### config.mk
export PLATFORM = sky130hd
export DESIGN_NAME = lcd_menu_ctrl
export DESIGN_NICKNAME = d
export VERILOG_FILES = /design/src/rtl/lcd_menu_ctrl.sv
export SDC_FILE = /design/constraint.sdc
export NUM_CORES = 1
export LEC_CHECK = 0
export CAP_MARGIN = 10
export CORE_ASPECT_RATIO = 0.8
export CORE_UTILIZATION = 30
export DETAILED_ROUTE_END_ITERATION = 10
export PLACE_DENSITY = 0.54
export SLEW_MARGIN = 20
export SYNTH_ARGS = -nofsm -noshare
export SYNTH_HDL_FRONTEND = slang
export SYNTH_SLANG_ARGS = --single-unit
### constraint.sdc
create_clock -name clk -period 15.8 [get_ports clk]
set_input_delay 3.16 -clock clk [delete_from_list [all_inputs] [get_ports clk]]
set_output_delay 3.16 -clock clk [all_outputs]
set_load 0.02 [all_outputs]
### src/rtl/lcd_menu_ctrl.sv
`default_nettype none
// ============================================================================
// Module      : lcd_menu_ctrl
// Description : Diffuser menu controller. Debounces five buttons, decodes
//               UART command bytes, runs a 1 s countdown that drives the
//               diffuser, and composes two registered 16-char LCD rows with
//               a change strobe.
// Revision    : 1.0 - initial release
// ============================================================================
module lcd_menu_ctrl #(
  parameter int N_SCENT    = 3,
  parameter int N_TIMER    = 3,
  parameter int TICK_DIV   = 50_000_000,
  parameter int DEB_CYCLES = 500_000,
  parameter int DONE_SEC   = 3
) (
  input  logic         clk,
  input  logic         rst,
  input  logic [3:0]   humidity10,
  input  logic [3:0]   humidity0,
  input  logic [3:0]   temperature10,
  input  logic [3:0]   temperature0,
  input  logic         sw,
  input  logic         btn_next,
  input  logic         btn_prev,
  input  logic         btn_up,
  input  logic         btn_dn,
  input  logic         btn_start,
  input  logic         rx_valid,
  input  logic [7:0]   rx_data,
  output logic [127:0] row1,
  output logic [127:0] row2,
  output logic         row_update,
  output logic         diffuser_on,
  output logic [14:0]  secs_left
);

  localparam int c_DEB_W  = $clog2(DEB_CYCLES + 1);
  localparam int c_TICK_W = $clog2(TICK_DIV + 1);
  localparam int c_DONE_W = $clog2(DONE_SEC + 1);
  localparam logic [127:0] c_BLANK = {16{8'h20}};

  typedef enum logic [1:0] {S_IDLE = 2'd0, S_RUN = 2'd1, S_DONE = 2'd2} state_t;

  state_t              r_state, w_state_nxt;
  logic [14:0]         r_secs, w_secs_nxt;
  logic [c_TICK_W-1:0] r_presc, w_presc_nxt;
  logic [c_DONE_W-1:0] r_dcnt, w_dcnt_nxt;
  logic [2:0]          r_scent, w_scent_nxt;
  logic [1:0]          r_timer, w_timer_nxt;
  logic [127:0]        r_row1, r_row2, w_row1, w_row2;
  logic                r_upd;

  // Button order: 0 next, 1 prev, 2 up, 3 dn, 4 start
  logic [4:0] w_raw, w_lvl, r_lvl_d, w_press;
  assign w_raw = {btn_start, btn_dn, btn_up, btn_prev, btn_next};

  genvar gi;
  generate
    for (gi = 0; gi < 5; gi++) begin : g_deb
      logic [c_DEB_W-1:0] r_cnt;
      logic               r_lvl;
      // Accept a new raw level only after it has been stable long enough
      always_ff @(posedge clk or negedge rst) begin
        if (!rst) begin
          r_cnt <= '0;
          r_lvl <= 1'b0;
        end else if (w_raw[gi] == r_lvl) begin
          r_cnt <= '0;
        end else if (r_cnt == c_DEB_W'(DEB_CYCLES - 1)) begin
          r_cnt <= '0;
          r_lvl <= w_raw[gi];
        end else begin
          r_cnt <= r_cnt + c_DEB_W'(1);
        end
      end
      assign w_lvl[gi] = r_lvl;
    end
  endgenerate

  // Delayed debounced levels for rising-edge press detection
  always_ff @(posedge clk or negedge rst) begin
    if (!rst) r_lvl_d <= '0;
    else      r_lvl_d <= w_lvl;
  end
  assign w_press = w_lvl & ~r_lvl_d;

  // UART decode; a command only claims its field when it takes effect
  logic w_u_scent, w_u_timer, w_u_start, w_u_stop, w_start, w_tick;
  assign w_u_scent = rx_valid && (rx_data != 8'd0) && (rx_data <= 8'(N_SCENT));
  assign w_u_timer = rx_valid && (rx_data[7:4] == 4'h1) &&
                     (rx_data[3:0] < 4'(N_TIMER)) && (r_state != S_RUN);
  assign w_u_start = rx_valid && (rx_data == 8'h53);
  assign w_u_stop  = rx_valid && (rx_data == 8'h58) && (r_state != S_IDLE);
  assign w_start   = w_u_start || (w_press[4] && !w_u_stop);
  assign w_tick    = (r_state != S_IDLE) && (r_presc == c_TICK_W'(TICK_DIV - 1));

  // Scent and timer selection: UART first, then opposing buttons cancel
  always_comb begin
    w_scent_nxt = r_scent;
    w_timer_nxt = r_timer;
    if (w_u_scent) begin
      w_scent_nxt = 3'(rx_data - 8'd1);
    end else if (w_press[0] && !w_press[1]) begin
      w_scent_nxt = (r_scent == 3'(N_SCENT - 1)) ? 3'd0 : r_scent + 3'd1;
    end else if (w_press[1] && !w_press[0]) begin
      w_scent_nxt = (r_scent == 3'd0) ? 3'(N_SCENT - 1) : r_scent - 3'd1;
    end
    if (w_u_timer) begin
      w_timer_nxt = rx_data[1:0];
    end else if (r_state != S_RUN) begin
      if (w_press[2] && !w_press[3])
        w_timer_nxt = (r_timer == 2'(N_TIMER - 1)) ? 2'd0 : r_timer + 2'd1;
      else if (w_press[3] && !w_press[2])
        w_timer_nxt = (r_timer == 2'd0) ? 2'(N_TIMER - 1) : r_timer - 2'd1;
    end
  end

  // Countdown state machine; the prescaler restarts on every state entry
  always_comb begin
    w_state_nxt = r_state;
    w_secs_nxt  = r_secs;
    w_presc_nxt = '0;
    w_dcnt_nxt  = r_dcnt;
    if (r_state != S_IDLE)
      w_presc_nxt = w_tick ? '0 : r_presc + c_TICK_W'(1);
    case (r_state)
      S_IDLE: begin
        if (w_start) begin
          w_state_nxt = S_RUN;
          w_secs_nxt  = 15'(15'd1800 << w_timer_nxt);
          w_presc_nxt = '0;
        end
      end
      S_RUN: begin
        if (w_u_stop) begin
          w_state_nxt = S_IDLE;
          w_secs_nxt  = '0;
          w_presc_nxt = '0;
        end else if (w_tick) begin
          if (r_secs == 15'd1) begin
            w_state_nxt = S_DONE;
            w_secs_nxt  = '0;
            w_dcnt_nxt  = '0;
          end else begin
            w_secs_nxt = r_secs - 15'd1;
          end
        end
      end
      S_DONE: begin
        if (w_u_stop) begin
          w_state_nxt = S_IDLE;
          w_presc_nxt = '0;
        end else if (w_start) begin
          w_state_nxt = S_RUN;
          w_secs_nxt  = 15'(15'd1800 << w_timer_nxt);
          w_presc_nxt = '0;
        end else if (w_tick) begin
          if (r_dcnt == c_DONE_W'(DONE_SEC - 1)) w_state_nxt = S_IDLE;
          else                                   w_dcnt_nxt  = r_dcnt + c_DONE_W'(1);
        end
      end
      default: begin
        w_state_nxt = S_IDLE;
        w_secs_nxt  = '0;
      end
    endcase
  end

  // State, counters and selections
  always_ff @(posedge clk or negedge rst) begin
    if (!rst) begin
      r_state <= S_IDLE;
      r_secs  <= '0;
      r_presc <= '0;
      r_dcnt  <= '0;
      r_scent <= '0;
      r_timer <= '0;
    end else begin
      r_state <= w_state_nxt;
      r_secs  <= w_secs_nxt;
      r_presc <= w_presc_nxt;
      r_dcnt  <= w_dcnt_nxt;
      r_scent <= w_scent_nxt;
      r_timer <= w_timer_nxt;
    end
  end

  function automatic logic [7:0] asc(input logic [7:0] v);
    return 8'h30 + v;
  endfunction

  function automatic logic [23:0] dec3(input logic [7:0] v);
    return {asc(v / 8'd100), asc((v / 8'd10) % 8'd10), asc(v % 8'd10)};
  endfunction

  logic [7:0]  w_min, w_ss, w_pmin;
  logic [63:0] w_name;
  assign w_min  = 8'(r_secs / 15'd60);
  assign w_ss   = 8'(r_secs % 15'd60);
  assign w_pmin = 8'd30 << r_timer;

  // Scent name lookup, generic label beyond the named entries
  always_comb begin
    w_name = "Cotton  ";
    case (r_scent)
      3'd0:    w_name = "Cotton  ";
      3'd1:    w_name = "Woody   ";
      3'd2:    w_name = "Citrus  ";
      default: w_name = {"Scent ", asc({5'd0, r_scent} + 8'd1), " "};
    endcase
  end

  // Row text from the current view, state and selection
  always_comb begin
    w_row1 = c_BLANK;
    w_row2 = c_BLANK;
    if (sw) begin
      w_row1 = {"Temp: ", asc({4'h0, temperature10}), asc({4'h0, temperature0}), "'C      "};
      w_row2 = {"Humi: ", asc({4'h0, humidity10}), asc({4'h0, humidity0}), "%       "};
    end else begin
      w_row1 = {"Scent: ", w_name, " "};
      case (r_state)
        S_RUN:   w_row2 = {"Left: ", dec3(w_min), ":", asc(w_ss / 8'd10), asc(w_ss % 8'd10), "    "};
        S_DONE:  w_row2 = "  Timer done!   ";
        default: w_row2 = {"Timer: ", dec3(w_pmin), "min   "};
      endcase
    end
  end

  // Register rows and flag a change against the previous content
  always_ff @(posedge clk or negedge rst) begin
    if (!rst) begin
      r_row1 <= c_BLANK;
      r_row2 <= c_BLANK;
      r_upd  <= 1'b0;
    end else begin
      r_row1 <= w_row1;
      r_row2 <= w_row2;
      r_upd  <= ({w_row1, w_row2} != {r_row1, r_row2});
    end
  end

  assign row1        = r_row1;
  assign row2        = r_row2;
  assign row_update  = r_upd;
  assign diffuser_on = (r_state == S_RUN);
  assign secs_left   = r_secs;

endmodule
`default_nettype wire

==> results.toml <==
[status]
outcome = "finished with violations"
violations = "design-rule violations"

[drt]
ant_nets = 0
avgRoutedWirePerCell_um = 17.3
route.detailed.drc = 38
drt_iter0_drc = 1206
vias = 15200
dr.pass1.iters = 11
vias_per_cell = 5.11
wirelength_mm = 51.5

[yosys]
yosysUniqueCellTypes = 112
syn_area_sq_mm = 0.0178
synth-seq-area-share_pct = 34.5
synth.avg_cell_area_sq_um = 8.49
synthArstFlopShare_pct = 100
ys_warn_count = 0
synthCells = 2091
synth_edf_count = 0
synth_top_flop_cell = "dfrtp_1"
synth_top_cell_area_share_pct = 33.0
synth_area_leaders = "dfrtp_1 (33%), buf_4 (7.2%), nor2_1 (6.0%)"
ys_ff_latch = 244
yosysTopAreaCell = "dfrtp_1"

[global_route]
grt_overflow = 0
antenna_found_initial = 0
grt_max_degree = 93
grt_pass1_wl_mm = 79.7
grt_pass1_vias = 13900
grt_usage_pct = 16.4

[sta]
period_share_pct = 78.6
max_freq_ghz = 0.0806
finalSetupViolations = 0
worst_slew_pin_slew_ps = 942
maxSlewHeadroom_pct = 36.5
rsz0062_at_grt = "false"
skew_ps = 7.26
fin_tns_setup_ps = 0
fin_crit_ps = 12410
finalHoldViolCount = 0
slew_violations = 0

[finish]
stdcell_area_sq_mm = 0.0205
drive_gt1_share_pct = 5.78
antenna_cells = 0
nNetsFinal = 2280
area_delta_synth_final_pct = 15.7
layout_commonest_cell = "nor2_1"
final_util_pct = 35.2
layout_common_cells = "nor2_1 (282), dfrtp_1 (234), clkdlybuf4s50_1 (204)"
stdcell_count = 2983

[clock_tree]
cts.reportedPaths.clkPinSlew_ps = 60
cts_buffers = 27
htreeDepth = 1
tritoncts = "built"
clock_tree.root_cell = "clkbuf_16"
clock_latency_ps = 560
hold_buffers = 0
post-cts-setup-buffers = 0
post_cts_resized = 0
clockBufferDepth = 3
cts_num_sinks = 244

[power]
swShare_pct = 52.4
p_switching_mw = 2.52
leakagePower_nw = 8.45
p_comb_share_pct = 68.3
p_int_mw = 2.29
ir_worst_vdd_mv = 0.137
seq_power_share_pct = 18.1
clkPwrFrac_pct = 13.6
pwr_density_cell_mw_per_mm2 = 234

[worst_setup_path]
path_class = "reg -> reg"
critPathMaxFanout = 18
crit_start = "secs_left[10]$_DFFE_PN0P_"
critPathLaunchType = "register"
worstPathRequired_ps = 16230
rr_startpoint = "secs_left[10]$_DFFE_PN0P_"
critical_path_arrival_ps = 12840
cp_slowest_stage_delay_ps = 720
endpoint_kind = "register"
crit_slowest_cell = "dfrtp_1"

[place]
placed_cells = 2933
dpl-instance-area_sq_mm = 0.0196
hpwlAfterDp_mm = 38.8
io_buffers = 206
gp_congestion = 0.914

[floorplanning]
die_x_um = 274
fp.dieH_um = 220
rows = 79
ios = 306
start_util_pct = 30.4
die_area_sq_mm = 0.0602
fp.coreArea_sq_mm = 0.0583

[hold_path]
holdCritStartpoint = "g_deb[0].r_lvl$_DFFE_PN0P_"
hp-class = "reg -> reg"

[run]
cap_violations = 0
-- worst max-delay path: cells and delay by family (launching register included) --
kind                       cells  cell delay (ps)
muxes                          1              360
DFF                            1              720
AOI/OAI and AO/OA             17             4260
buffers and inverters          2              490
xor gates and xnor gates       2              340
adders and majority gates      3              830
and+or+nand+nor               22             5230
-- power by group through the flow --
stage	combinational, mW	clock [mW]	sequential (mW)
6_report	3.28	0.653	0.869
5_1_grt	3.57	0.699	0.886
4_1_cts	3.25	0.674	0.869
3_5_place_dp	3.23	0	0.880
3_3_place_gp	3.25	0	0.878
2_1_floorplan	2.39	0	0.876
-- logic make-up (layout without fill, tap and decap cells) --
group,count (synthesis),count (layout),synth area share [%]
mux,31,31,1.90
compound gates,447,447,17.6
other cells,2,101,0.0423
flops,244,244,34.5
fa+ha+maj,58,58,4.03
simple gates,800,800,21.9
xor+xnor,186,186,9.36
buf+inv,323,347,10.7
-- per-stage QoR --
step / worst slack (ps) / hold WS [ps] / total power [mW]
after global placement: 4040 / 425 / 4.13
after CTS: 3540 / 442 / 4.79
final: 3390 / 438 / 4.81
after detailed placement: 3610 / 428 / 4.11
after global routing: 2150 / 467 / 5.16
after floorplan: 5820 / 402 / 3.26
-- cells in the mapped netlist, drive strengths merged, types with 10 or more instances --
cell type / n
inv: 78
dfstp: 10
a21boi: 10
mux2: 12
nor3: 54
a21oi: 77
xnor2: 95
buf: 192
ha: 54
or3: 22
nor4: 26
or2: 24
clkbuf: 49
and2: 24
a31oi: 30
a22oi: 10
a21o: 12
mux2i: 18
o21ai: 124
nand3: 73
xor2: 90
o21a: 18
and3: 36
nand2: 168
o22ai: 10
o211ai: 23
nand4: 18
and4: 10
a211oi: 14
nor2: 284
dfrtp: 234
o2111ai: 11
nand2b: 18
o31ai: 10
-- path summary, 6_finish.rpt --
kind | endpoint | slack [ps] | cells past startpoint
setup / recovery | row_update$_DFF_PN0_ | 3390 | 47
hold / removal | r_lvl_d[0]$_DFF_PN0_ | 440 | 0
setup reg to reg | row_update$_DFF_PN0_ | 3390 | 47
hold reg to reg | r_lvl_d[0]$_DFF_PN0_ | 440 | 0
max in group asynchronous | r_scent[0]$_DFFE_PN0P_ | 11670 | 2
min in group asynchronous | row2[58]$_DFF_PN0_ | 2590 | 1
-- metal layers --
metal / vias up / part of all wire [%] / global-route usage (%)
met5: - / 0 / 0
met4: 0 / 1.2 / 2.50
met3: 43 / 6.3 / 2.22
met2: 473 / 45 / 25.4
met1: 7411 / 48 / 24.5
li1: 7315 / - / -
-- layout make-up --
class,instances,area [sq um]
multi-input cells,1623,10100
clock inverters,13,161
inverters,82,313
flip-flops and latches,244,6120
clock buffers,37,743
repair buffers,215,2130
well taps,769,962
fillers,5985,37800
-- flip-flops by register name, indices dropped and copies added (netlist names) --
signal       count
row2            57
row_update       1
r_presc         26
r_dcnt           2
r_lvl_d          5
secs_left       15
g_deb.r_cnt     95
row1            31
r_timer          2
r_scent          3
g_deb.r_lvl      5
r_state          2
(Power assumes the default switching activity.)
